[config.mk]
export PLATFORM = sky130hd
export DESIGN_NAME = div_radix2
export DESIGN_NICKNAME = d
export VERILOG_FILES = /design/src/rtl/div_radix2_pkg.sv /design/src/rtl/div_radix2.sv
export SDC_FILE = /design/constraint.sdc
export NUM_CORES = 1
export LEC_CHECK = 0
export ABC_AREA = 1
export CAP_MARGIN = 20
export CORE_MARGIN = 2
export CORE_UTILIZATION = 55
export CTS_CLUSTER_DIAMETER = 80
export DETAILED_ROUTE_END_ITERATION = 10
export PLACE_DENSITY = 0.79
export SLEW_MARGIN = 20
export SYNTH_ARGS = -nofsm -noshare
export SYNTH_HDL_FRONTEND = slang
export SYNTH_SLANG_ARGS = --single-unit
[constraint.sdc]
create_clock -name clk -period 16.85 [get_ports clk]
set_input_delay 2.5275 -clock clk [delete_from_list [all_inputs] [get_ports clk]]
set_output_delay 2.5275 -clock clk [all_outputs]
set_load 0.02 [all_outputs]
[src/rtl/div_radix2_pkg.sv]
// Shared constants for the execute-stage divider: default widths and the ALU
// control codes that select DIV / DIVU in the decoder.
package div_radix2_pkg;

    localparam int DIV_WIDTH = 32;
    localparam int DIV_CNT_W = 6;

    localparam logic [7:0] DIV_CONTROL  = 8'b0001_1010;
    localparam logic [7:0] DIVU_CONTROL = 8'b0001_1011;

    function automatic logic is_div_op(input logic [7:0] aluop);
        return (aluop == DIV_CONTROL) || (aluop == DIVU_CONTROL);
    endfunction

    function automatic logic is_signed_div_op(input logic [7:0] aluop);
        return aluop == DIV_CONTROL;
    endfunction

endpackage

[src/rtl/div_radix2.sv]
// Multi-cycle radix-2 restoring divider for DIV/DIVU. Works on magnitudes and
// fixes signs in a final cycle; returns {remainder, quotient} with a one-cycle ready.
module div_radix2
    import div_radix2_pkg::*;
#(
    parameter int WIDTH = DIV_WIDTH,
    parameter int CNT_W = DIV_CNT_W
) (
    input  logic                 clk,
    input  logic                 rst,
    input  logic                 signed_div,
    input  logic [WIDTH-1:0]     opdata1,
    input  logic [WIDTH-1:0]     opdata2,
    input  logic                 start,
    input  logic                 annul,
    output logic [2*WIDTH-1:0]   result,
    output logic                 ready
);

    localparam logic [1:0] S_IDLE    = 2'd0;
    localparam logic [1:0] S_BUSY    = 2'd1;
    localparam logic [1:0] S_DIVZERO = 2'd2;
    localparam logic [1:0] S_DONE    = 2'd3;
    localparam int         DIV_ITER  = WIDTH;

    function automatic logic [WIDTH-1:0] abs_w(input logic [WIDTH-1:0] x, input logic en);
        return (en && x[WIDTH-1]) ? -x : x;
    endfunction

    function automatic logic [WIDTH-1:0] neg_if(input logic [WIDTH-1:0] x, input logic en);
        return en ? -x : x;
    endfunction

    logic [1:0]           state_q, state_d;
    logic [CNT_W-1:0]     cnt_q, cnt_d;
    logic [WIDTH-1:0]     dvd_q, dvd_d;
    logic [WIDTH-1:0]     dsr_q, dsr_d;
    logic [WIDTH-1:0]     rem_q, rem_d;
    logic                 neg_quot_q, neg_quot_d;
    logic                 neg_rem_q, neg_rem_d;
    logic [2*WIDTH-1:0]   result_q, result_d;
    logic                 ready_q, ready_d;

    // Two extra bits so the borrow of the trial subtract is visible directly.
    logic [WIDTH:0]       shifted_rem;
    logic [WIDTH+1:0]     trial;
    logic                 trial_neg;

    assign shifted_rem = {rem_q, dvd_q[WIDTH-1]};
    assign trial       = {1'b0, shifted_rem} - {2'b00, dsr_q};
    assign trial_neg   = trial[WIDTH+1];

    always_comb begin
        state_d = state_q;
        case (state_q)
            S_IDLE: begin
                if (start && !annul)
                    state_d = (opdata2 == '0) ? S_DIVZERO : S_BUSY;
            end
            S_BUSY: begin
                if (annul || !start)
                    state_d = S_IDLE;
                else if (cnt_q == CNT_W'(DIV_ITER))
                    state_d = S_DONE;
            end
            S_DIVZERO: begin
                state_d = (annul || !start) ? S_IDLE : S_DONE;
            end
            default: state_d = S_IDLE;
        endcase
    end

    always_comb begin
        cnt_d      = cnt_q;
        dvd_d      = dvd_q;
        dsr_d      = dsr_q;
        rem_d      = rem_q;
        neg_quot_d = neg_quot_q;
        neg_rem_d  = neg_rem_q;
        result_d   = result_q;
        ready_d    = (state_d == S_DONE);

        if (state_q == S_IDLE && start && !annul) begin
            dvd_d      = abs_w(opdata1, signed_div);
            dsr_d      = abs_w(opdata2, signed_div);
            rem_d      = '0;
            cnt_d      = '0;
            neg_quot_d = signed_div & (opdata1[WIDTH-1] ^ opdata2[WIDTH-1]);
            neg_rem_d  = signed_div & opdata1[WIDTH-1];
        end else if (state_d == S_BUSY && state_q == S_BUSY) begin
            // dvd_q doubles as the quotient: dividend bits leave the top as quotient bits enter the bottom.
            rem_d = trial_neg ? shifted_rem[WIDTH-1:0] : trial[WIDTH-1:0];
            dvd_d = {dvd_q[WIDTH-2:0], ~trial_neg};
            cnt_d = cnt_q + CNT_W'(1);
        end

        if (state_d == S_DONE) begin
            if (state_q == S_DIVZERO)
                // Re-applying the dividend sign restores the original opdata1.
                result_d = {neg_if(dvd_q, neg_rem_q), {WIDTH{1'b1}}};
            else
                result_d = {neg_if(rem_q, neg_rem_q), neg_if(dvd_q, neg_quot_q)};
        end
    end

    always_ff @(posedge clk or posedge rst) begin
        if (rst) begin
            state_q    <= S_IDLE;
            cnt_q      <= '0;
            dvd_q      <= '0;
            dsr_q      <= '0;
            rem_q      <= '0;
            neg_quot_q <= 1'b0;
            neg_rem_q  <= 1'b0;
            result_q   <= '0;
            ready_q    <= 1'b0;
        end else begin
            state_q    <= state_d;
            cnt_q      <= cnt_d;
            dvd_q      <= dvd_d;
            dsr_q      <= dsr_d;
            rem_q      <= rem_d;
            neg_quot_q <= neg_quot_d;
            neg_rem_q  <= neg_rem_d;
            result_q   <= result_d;
            ready_q    <= ready_d;
        end
    end

    assign result = result_q;
    assign ready  = ready_q;

endmodule

==> results of run 1 <==
-- worst min-delay path, cell delays in order (launching register included) --
cell and delay, ns:
dfrtp_1 0.34, nand2_1 0.06, nand2_1 0.05
-- state kept, by name, indices dropped and copies added (netlist names), 2 cells and up --
signal / count
dsr_q: 32
result: 64
rem_q: 32
cnt_q: 6
state_q: 2
dvd_q: 32
-- kinds of logic (layout without fill, tap and decap cells) --
family / count (synthesis) / after routing / synth area share
simple gates: 1254 / 1254 / 0.383
fa+ha+maj: 39 / 39 / 0.0356
xor+xnor: 48 / 48 / 0.0302
compound gates: 335 / 335 / 0.137
flops: 171 / 171 / 0.308
buf+inv: 377 / 469 / 0.106
-- worst max path at each step --
stage          startpoint   endpoint  slack, ns  depth (start not counted)
2_1_floorplan         rst   cnt_q[0]       9.69                          1
3_3_place_gp        start  dvd_q[22]      11.51                          8
3_5_place_dp        start  dvd_q[28]      11.39                          8
4_1_cts             start  dvd_q[27]      11.84                          8
5_1_grt        signed_div  dvd_q[30]      11.62                          8
6_report       signed_div  dvd_q[28]      11.90                          8
-- layout by cell type, fill, tap and decap left out, types with 17 or more instances in the layout --
master           instances
o21ai_1                 30
clkbuf_16               17
nor3_1                  23
xor2_1                  31
ha_1                    38
o21ai_0                119
nand3_1                263
clkdlybuf4s50_1        133
nand4_1                 25
inv_1                  274
xnor2_1                 17
nand2_1                651
a21oi_1                102
a31oi_1                 21
nor2_1                 241
dfrtp_1                171
-- power groups by stage --
stage                     clock (mW)  sequential (mW)  combinational, mW
after floorplan                    0            0.467              0.246
after global placement             0            0.486              0.342
after detailed placement           0            0.487              0.346
after CTS                      0.406            0.480              0.349
after global routing           0.427            0.485              0.397
final                          0.408            0.482              0.357
-- routing by layer --
layer | global-route usage | share of wire
met5 | 0 | 0
met1 | 0.522 | 0.46
met2 | 0.523 | 0.43
met4 | 0.0897 | 0.022
met3 | 0.0573 | 0.085
-- per-stage QoR --
step                setup slack (ns)  area [µm²]  instances  utilization  hold slack [ns]
global route                   11.62       16000       2646        0.637            0.510
global placement               11.51       15400       2614        0.614            0.461
detailed placement             11.39       15400       2614        0.614            0.465
finish                         11.90       16000       2646        0.637            0.483
CTS                            11.84       16000       2646        0.637            0.482
floorplan                       9.69       13900       2224            -            0.449
-- layout make-up --
cell class                 instances  area, µm²
fill                            2408       9080
clock inverter                    14        151
inverter                         292       1100
multi-input combinational       1676       8150
tap                              330        413
sequential                       171       4280
clock buffer                      18        439
timing repair buffer             145       1420
==> results.sh, run 1 <==
export IMPL_outcome="completed"
export IMPL_drt_total_wl_um=46200
export IMPL_post_synth_top_area_fraction=0.308
export IMPL_synth_most_common_cell="nand2_1"
export IMPL_crit_arrival_ns=5.33
export IMPL_grt_max_degree=101
export IMPL_worstRegToRegCells=13
export IMPL_synthDistinctLibCells=48
export IMPL_syn_nets=2332
export IMPL_async_flop_share=1.00
export IMPL_power_switching_mw=0.482
export IMPL_rsz0062_at_grt="false"
export IMPL_hold_buffers=0
export IMPL_min_period_over_period=0.294
export IMPL_clock_root_buffer="clkbuf_16"
export IMPL_core_area_um2=25000
export IMPL_path_max_fanout=40
export IMPL_num_io_pins=134
export IMPL_hold_depth=2
export IMPL_p_int_mw=0.765
export IMPL_initial_core_util=0.555
export IMPL_slowest_delay_ns=0.95
export IMPL_vias=15200
export IMPL_worstPathCellList="clkdlybuf4s50_1 -> nand2_1 -> clkinv_1 -> nand2_1 -> nand2_1 -> o21ai_0 -> nand2_1 -> o21ai_1"
export IMPL_postCtsSetupRepairBufs=0
export IMPL_track_usage=0.349
export IMPL_synth_area_um2=13900
export IMPL_grt_ovfl_total=0
export IMPL_clk_pin_slew_worst_paths_ns=0.07
export IMPL_setup_viol=0
export IMPL_final_max_slew_violation_count=0
export IMPL_diodes=0
export IMPL_finClkSkew_ns=0.00900
export IMPL_clk_latency_ns=0.45
export IMPL_dieArea_um2=26600
export IMPL_ant_nets=0
export IMPL_clkPwrFrac=0.327
export IMPL_required_ns=17.23
export IMPL_p_leak_nw=8.08
export IMPL_synth_edf_count=0
export IMPL_clkSinkCount=171
export IMPL_grt_pass1_vias=13400
export IMPL_synth_warnings=0
export IMPL_synth_top_area_cell="dfrtp_1"
export IMPL_yosysSeqAreaShare=0.308
export IMPL_r2r_start="rem_q[19]"
export IMPL_critPathBufInv=2
export IMPL_max_slew_margin=0.338
export IMPL_switching_share=0.386
export IMPL_wl_per_cell_um=17.4
export IMPL_postCtsResizedCells=0
export IMPL_antenna_found_initial=0
export IMPL_max_clock_path_buffers=2
export IMPL_viasPerCell=5.75
export IMPL_ys_ff_latch=171
export IMPL_p_comb_frac=0.286
export IMPL_fin_nets=2411
export IMPL_finalWeightedCongestion=0.966
export IMPL_area_growth_pct=14.7
export IMPL_pwr_share_seq=0.387
export IMPL_synth_common_cells="651 x nand2_1, 276 x inv_1, 263 x nand3_1, 241 x nor2_1, 171 x dfrtp_1"
export IMPL_crit_family="buffers and inverters"
export IMPL_cp_end_kind="register"
export IMPL_dominantRegCellSynth="dfrtp_1"
export IMPL_hold_path_endpoint="result[19]"
export IMPL_grt_first_pass_wirelength_um=72000
export IMPL_synth_area_per_cell_um2=6.25
export IMPL_drtIter0Drc=1757
export IMPL_hold_class="register to register"
export IMPL_cts_tree="yes"
export IMPL_regToRegSetupSlack_ns=13.95
export IMPL_hold_start="result[19]"
export IMPL_die_h_um=163
export IMPL_period_needed_ns=4.95
export IMPL_fp_row_count=58
export IMPL_startpoint_type="input pin"
export IMPL_finalSetupTns_ns=0
export IMPL_final_hold_viol_count=0
export IMPL_firstDrtPassIters=6
export IMPL_ctsHtreeMaxLevel=4
export IMPL_cts_buffers=17
export IMPL_postSynthCellCount=2224
export IMPL_drive_gt1_frac=0.0410
export IMPL_p_total_mw=1.25
export IMPL_port_buffers=133
export IMPL_tightest_slew_ns=0.992
export IMPL_power_density_nw_per_um2=78.1
export IMPL_fmax_ghz=0.202
export IMPL_reg2reg_to="rem_q[26]"
export IMPL_cp_slowest_cell="clkinv_1"
export IMPL_ys_top_cells_by_area="dfrtp_1 31%, nand2_1 18%, nand3_1 9.5%"
export IMPL_die_width_um=163
export IMPL_cp_common_cell="nand2_1"
export IMPL_drc_errors=0
export IMPL_max_cap_violations=0
export IMPL_critical_path_class="input pin to register"
export IMPL_dp_hpwl_um=35500
export IMPL_max_vdd_ir_drop_v=0.0000487
(Power assumes the default switching activity.)
==> run 2: changes to the inputs <==
--- a/config.mk
+++ b/config.mk
@@ -8,10 +8,10 @@
 export ABC_AREA = 1
 export CAP_MARGIN = 20
 export CORE_MARGIN = 2
-export CORE_UTILIZATION = 55
+export CORE_UTILIZATION = 53
 export CTS_CLUSTER_DIAMETER = 80
 export DETAILED_ROUTE_END_ITERATION = 10
-export PLACE_DENSITY = 0.79
+export PLACE_DENSITY = 0.8
 export SLEW_MARGIN = 20
 export SYNTH_ARGS = -nofsm -noshare
 export SYNTH_HDL_FRONTEND = slang
==> constraint.sdc (replaced) <==
create_clock -name clk -period 4.4 [get_ports clk]
set_input_delay 0.66 -clock clk [delete_from_list [all_inputs] [get_ports clk]]
set_output_delay 0.66 -clock clk [all_outputs]
set_load 0.02 [all_outputs]
==> run 2 against run 1 <==
  * Register-to-register slack lost 12 ns
  * Power grew to 3.8 times the previous value
  * Flip-flop and latch count unchanged
  * Sequential share of layout area down 0.094 points
  * Global-route usage decreased by 1.9 points
  * Non-clock buffer count rose by 4
  * Combinational power grew to 3.9 times the previous value
  * Critical path type is now register to register
  * Count of clock-buffer cells in the layout increased by 2
  * Worst hold slack improved by 0.0016 ns
  * Final cell count up 0.34%
==> results.sh, run 2 (synthesized netlist as in run 1, its figures left out) <==
export IMPL_outcome="completed"
export IMPL_dieArea_um2=27500
export IMPL_fin_util=0.618
export IMPL_hold_ws_ns=0.484
export IMPL_drive_gt1_frac=0.0418
export IMPL_grt_max_degree=108
export IMPL_p_total_mw=4.75
export IMPL_startpoint="rem_q[23]"
export IMPL_grt_first_pass_wirelength_um=73300
export IMPL_cp_common_cell="nand2_1"
export IMPL_setup_ws_ns=1.53
export IMPL_fin_nets=2415
export IMPL_crit_end="rem_q[27]"
export IMPL_critical_path_class="register to register"
export IMPL_wl_per_cell_um=17.3
export IMPL_cts_tree="yes"
export IMPL_cp_end_kind="register"
export IMPL_tightest_slew_ns=1.08
export IMPL_layout_commonest_cell="nand2_1"
export IMPL_ant_nets=0
export IMPL_required_ns=4.71
export IMPL_slowest_delay_ns=0.45
export IMPL_fp_row_count=59
export IMPL_drc_errors=0
export IMPL_hold_buffers=0
export IMPL_diodes=0
export IMPL_largest_register_ffs=64
export IMPL_antenna_found_initial=0
export IMPL_viasPerCell=5.71
export IMPL_final_area_um2=16000
export IMPL_placed_area_um2=15400
export IMPL_initial_core_util=0.537
export IMPL_track_usage=0.330
export IMPL_setup_viol=0
export IMPL_finClkSkew_ns=0.0141
export IMPL_max_slew_margin=0.281
export IMPL_die_h_um=166
export IMPL_num_io_pins=134
export IMPL_layout_common_cells="651 x nand2_1, 275 x inv_1, 263 x nand3_1"
export IMPL_finalSetupTns_ns=0
export IMPL_fmax_ghz=0.348
export IMPL_p_leak_nw=8.10
export IMPL_final_cell_count_no_fill=2655
export IMPL_clk_pin_slew_worst_paths_ns=0.07
export IMPL_rsz0062_at_grt="false"
export IMPL_firstDrtPassIters=6
export IMPL_clkSinkCount=171
export IMPL_power_density_nw_per_um2=297
export IMPL_drt_total_wl_um=45900
export IMPL_ctsHtreeMaxLevel=4
export IMPL_pre_cts_ws_ns=1.19
export IMPL_max_cap_violations=0
export IMPL_area_growth_pct=15.1
export IMPL_crit_arrival_ns=3.19
export IMPL_drtIter0Drc=1825
export IMPL_max_clock_path_buffers=2
export IMPL_postCtsResizedCells=0
export IMPL_port_buffers=133
export IMPL_period_needed_ns=2.87
export IMPL_hold_class="register to register"
export IMPL_die_width_um=166
export IMPL_core_area_um2=25900
export IMPL_dp_hpwl_um=35600
export IMPL_startpoint_type="register"
export IMPL_postCtsSetupRepairBufs=0
export IMPL_grt_pass1_vias=13900
export IMPL_min_period_over_period=0.653
export IMPL_cp_slowest_cell="dfrtp_1"
export IMPL_dp_cells=2623
export IMPL_vias=15100
export IMPL_finalWeightedCongestion=0.961
export IMPL_final_hold_viol_count=0
export IMPL_r2r_start="rem_q[23]"
export IMPL_final_max_slew_violation_count=0
export IMPL_max_vdd_ir_drop_v=0.000294
export IMPL_regToRegSetupSlack_ns=1.53
export IMPL_worstPathCellList="ha_1 -> nand2_2 -> inv_2 -> nand2_1 -> nand3_2 -> a21oi_4 -> nor2_4 -> nor2_8 -> nand2_4 -> nand2_1 -> nand2_1 -> nand2_1 -> nand2_1"
export IMPL_path_max_fanout=33
export IMPL_clk_latency_ns=0.43
export IMPL_cts_buffers=17
export IMPL_worstRegToRegCells=13
export IMPL_reg2reg_to="rem_q[27]"
export IMPL_clock_root_buffer="clkbuf_16"
export IMPL_grt_ovfl_total=0
run 2: cell count changes in the layout (fill, tap and decap cells not counted), sizes merged:
cell,delta
inv,-5
buf,+4
clkbuf,+2
clkinv,+2
clkinvlp,+1
run 2: how the worst min path moves through the flow:
| stage | slack [ns] | end | depth (start not counted) | startpoint |
|---|---|---|---|---|
| finish | 0.48 | result[19] | 2 | result[19] |
| global route | 0.50 | result[13] | 2 | result[13] |
| CTS | 0.49 | result[40] | 2 | result[40] |
| detailed placement | 0.47 | result[17] | 2 | result[17] |
| global placement | 0.46 | result[61] | 2 | result[61] |
| floorplan | 0.45 | dsr_q[28] | 2 | dsr_q[28] |
run 2: final cells by class:
cell class              instances  area, µm²
repair buffers                149       1480
multi-input cells            1676       8150
inverters                     292       1100
well taps                     335        419
clock inverters                12        130
clock buffers                  20        457
fillers                      2515       9900
flip-flops and latches        171       4280
run 2: routing by layer:
metal  wire, µm  track usage  vias to the layer above
met2      20100        0.505                      706
li1           -            -                     7359
met1      20400        0.481                     7007
met3       4410       0.0629                       75
met5          0            0                        -
met4        995       0.0847                        0
run 2: power by group:
group          total, mW  leakage, nW  switching [mW]  internal, mW
clock               1.52        0.289           0.696         0.828
combinational       1.38         5.53           0.948         0.428
sequential          1.85         2.28           0.163          1.69
run 2: critical path, delay by kind of cell (launching register included):
| family | cells | cell delay (ns) |
|---|---|---|
| adders and majority gates | 1 | 0.42 |
| DFF | 1 | 0.45 |
| and+or+nand+nor | 10 | 1.62 |
| AOI/OAI and AO/OA | 1 | 0.19 |
| buffers and inverters | 1 | 0.05 |
==> run 3: changes to the inputs <==
==> constraint.sdc (replaced) <==
create_clock -name clk -period 2.57 [get_ports clk]
set_input_delay 0.3855 -clock clk [delete_from_list [all_inputs] [get_ports clk]]
set_output_delay 0.3855 -clock clk [all_outputs]
set_load 0.02 [all_outputs]
==> run 3 against run 2 <==
  * Flip-flop and latch count unchanged
  * Setup slack worse by 1.3 ns
  * Count of clock-buffer cells in the layout down 2
  * Largest cell class unchanged
  * Highest routed layer unchanged
  * Non-clock buffer count up 35
  * Sequential power up 71%
==> results.sh, run 3 (synthesized netlist as in run 1, its figures left out) <==
export IMPL_grt_ovfl_total=0
export IMPL_ant_nets=0
export IMPL_final_max_slew_violation_count=0
export IMPL_placed_area_um2=15800
export IMPL_viasPerCell=5.70
export IMPL_drive_gt1_frac=0.0557
export IMPL_power_density_nw_per_um2=500
export IMPL_tightest_slew_ns=0.560
export IMPL_largest_register_ffs=64
export IMPL_drt_total_wl_um=46200
export IMPL_diodes=0
export IMPL_finalWeightedCongestion=0.984
export IMPL_finClkSkew_ns=0.0170
export IMPL_hold_class="input pin to asynchronous set/reset pin"
export IMPL_rsz0062_at_grt="false"
export IMPL_final_area_um2=16400
export IMPL_area_growth_pct=17.7
export IMPL_fin_nets=2450
export IMPL_worstRegToRegCells=14
export IMPL_die_width_um=166
export IMPL_grt_first_pass_wirelength_um=74200
export IMPL_postCtsResizedCells=0
export IMPL_hold_ws_ns=0.393
export IMPL_min_period_over_period=0.913
export IMPL_max_cap_violations=0
export IMPL_startpoint="rem_q[6]"
export IMPL_regToRegSetupSlack_ns=0.22
export IMPL_crit_arrival_ns=2.62
export IMPL_critical_path_class="register to register"
export IMPL_cp_end_kind="register"
export IMPL_r2r_start="rem_q[6]"
export IMPL_max_clock_path_buffers=2
export IMPL_initial_core_util=0.537
export IMPL_clkSinkCount=171
export IMPL_reg2reg_to="dvd_q[0]"
export IMPL_port_buffers=133
export IMPL_drc_errors=0
export IMPL_ctsHtreeMaxLevel=4
export IMPL_period_needed_ns=2.35
export IMPL_max_slew_margin=0.623
export IMPL_dieArea_um2=27500
export IMPL_dp_cells=2658
export IMPL_final_hold_viol_count=0
export IMPL_dp_hpwl_um=36000
export IMPL_clk_latency_ns=0.44
export IMPL_fp_row_count=59
export IMPL_hold_buffers=0
export IMPL_grt_max_degree=86
export IMPL_clk_pin_slew_worst_paths_ns=0.07
export IMPL_die_h_um=166
export IMPL_grt_pass1_vias=13800
export IMPL_cts_tree="yes"
export IMPL_drtIter0Drc=1872
export IMPL_postCtsSetupRepairBufs=0
export IMPL_path_max_fanout=9
export IMPL_firstDrtPassIters=6
export IMPL_vias=15300
export IMPL_cts_buffers=17
export IMPL_layout_commonest_cell="nand2_1"
export IMPL_startpoint_type="register"
export IMPL_num_io_pins=134
export IMPL_p_leak_nw=8.29
export IMPL_setup_viol=0
export IMPL_max_vdd_ir_drop_v=0.000446
export IMPL_final_cell_count_no_fill=2688
export IMPL_finalSetupTns_ns=0
export IMPL_outcome="completed"
export IMPL_fmax_ghz=0.426
export IMPL_core_area_um2=25900
export IMPL_required_ns=2.84
export IMPL_track_usage=0.334
export IMPL_wl_per_cell_um=17.2
export IMPL_layout_common_cells="651 x nand2_1, 275 x inv_1, 263 x nand3_1"
export IMPL_p_total_mw=8.19
export IMPL_clock_root_buffer="clkbuf_16"
export IMPL_antenna_found_initial=0
## run 3: changes by cell type in the layout (fill, tap and decap cells not counted)
| cell | before | now |
|---|---|---|
| inv_8 | 0 | 2 |
| clkbuf_8 | 2 | 1 |
| clkinv_4 | 4 | 2 |
| inv_6 | 5 | 3 |
| clkinv_2 | 1 | 0 |
| clkinvlp_4 | 1 | 4 |
| clkbuf_1 | 1 | 0 |
| buf_4 | 14 | 41 |
| buf_12 | 2 | 10 |
## run 3: power by group
group | leakage [nW] | internal [mW] | total, mW | switching (mW)
Clock | 0.272 | 1.38 | 2.60 | 1.21
Sequential | 2.28 | 2.89 | 3.16 | 0.270
Combinational | 5.74 | 0.778 | 2.43 | 1.66
## run 3: per-stage QoR
step / utilization / setup WS [ns]
floorplan: - / 0.00180
global placement: 0.609 / 0.281
detailed placement: 0.609 / 0.220
CTS: 0.631 / 0.269
global route: 0.631 / 0.0650
finish: 0.631 / 0.224
## run 3: area by class of cell
class	instances	area (µm²)
fill	2523	9550
multi-input combinational	1676	8150
sequential	171	4280
timing repair buffer	184	1840
inverter	292	1100
clock buffer	18	439
tap	335	419
clock inverter	12	135
## run 3: per-layer routing
layer / part of all wire / routed length, µm / GRT usage / vias up
li1: - / - / - / 7455
met5: 0 / 0 / 0 / -
met3: 0.098 / 4550 / 0.0553 / 62
met1: 0.45 / 20800 / 0.502 / 7093
met4: 0.019 / 882 / 0.0688 / 0
met2: 0.43 / 20000 / 0.508 / 721
## run 3: how the worst max path moves through the flow
stage	slack, ns	cells past startpoint	end
floorplan	0.002	1	cnt_q[0]
global placement	0.28	11	dvd_q[28]
detailed placement	0.22	9	dsr_q[27]
CTS	0.27	14	rem_q[26]
global route	0.07	15	rem_q[14]
finish	0.22	14	dvd_q[0]
## run 3: worst max-delay path, cell delays in order, from the launching register on
cell,delay (ns)
dfrtp_1,0.44
ha_1,0.36
nand2_1,0.15
inv_1,0.05
nand2_1,0.06
nand2_1,0.07
inv_2,0.06
nand3_2,0.13
nand2_2,0.10
nand2_2,0.07
nand2_4,0.13
nand2_4,0.08
nand2_1,0.15
buf_4,0.16
o221ai_1,0.15
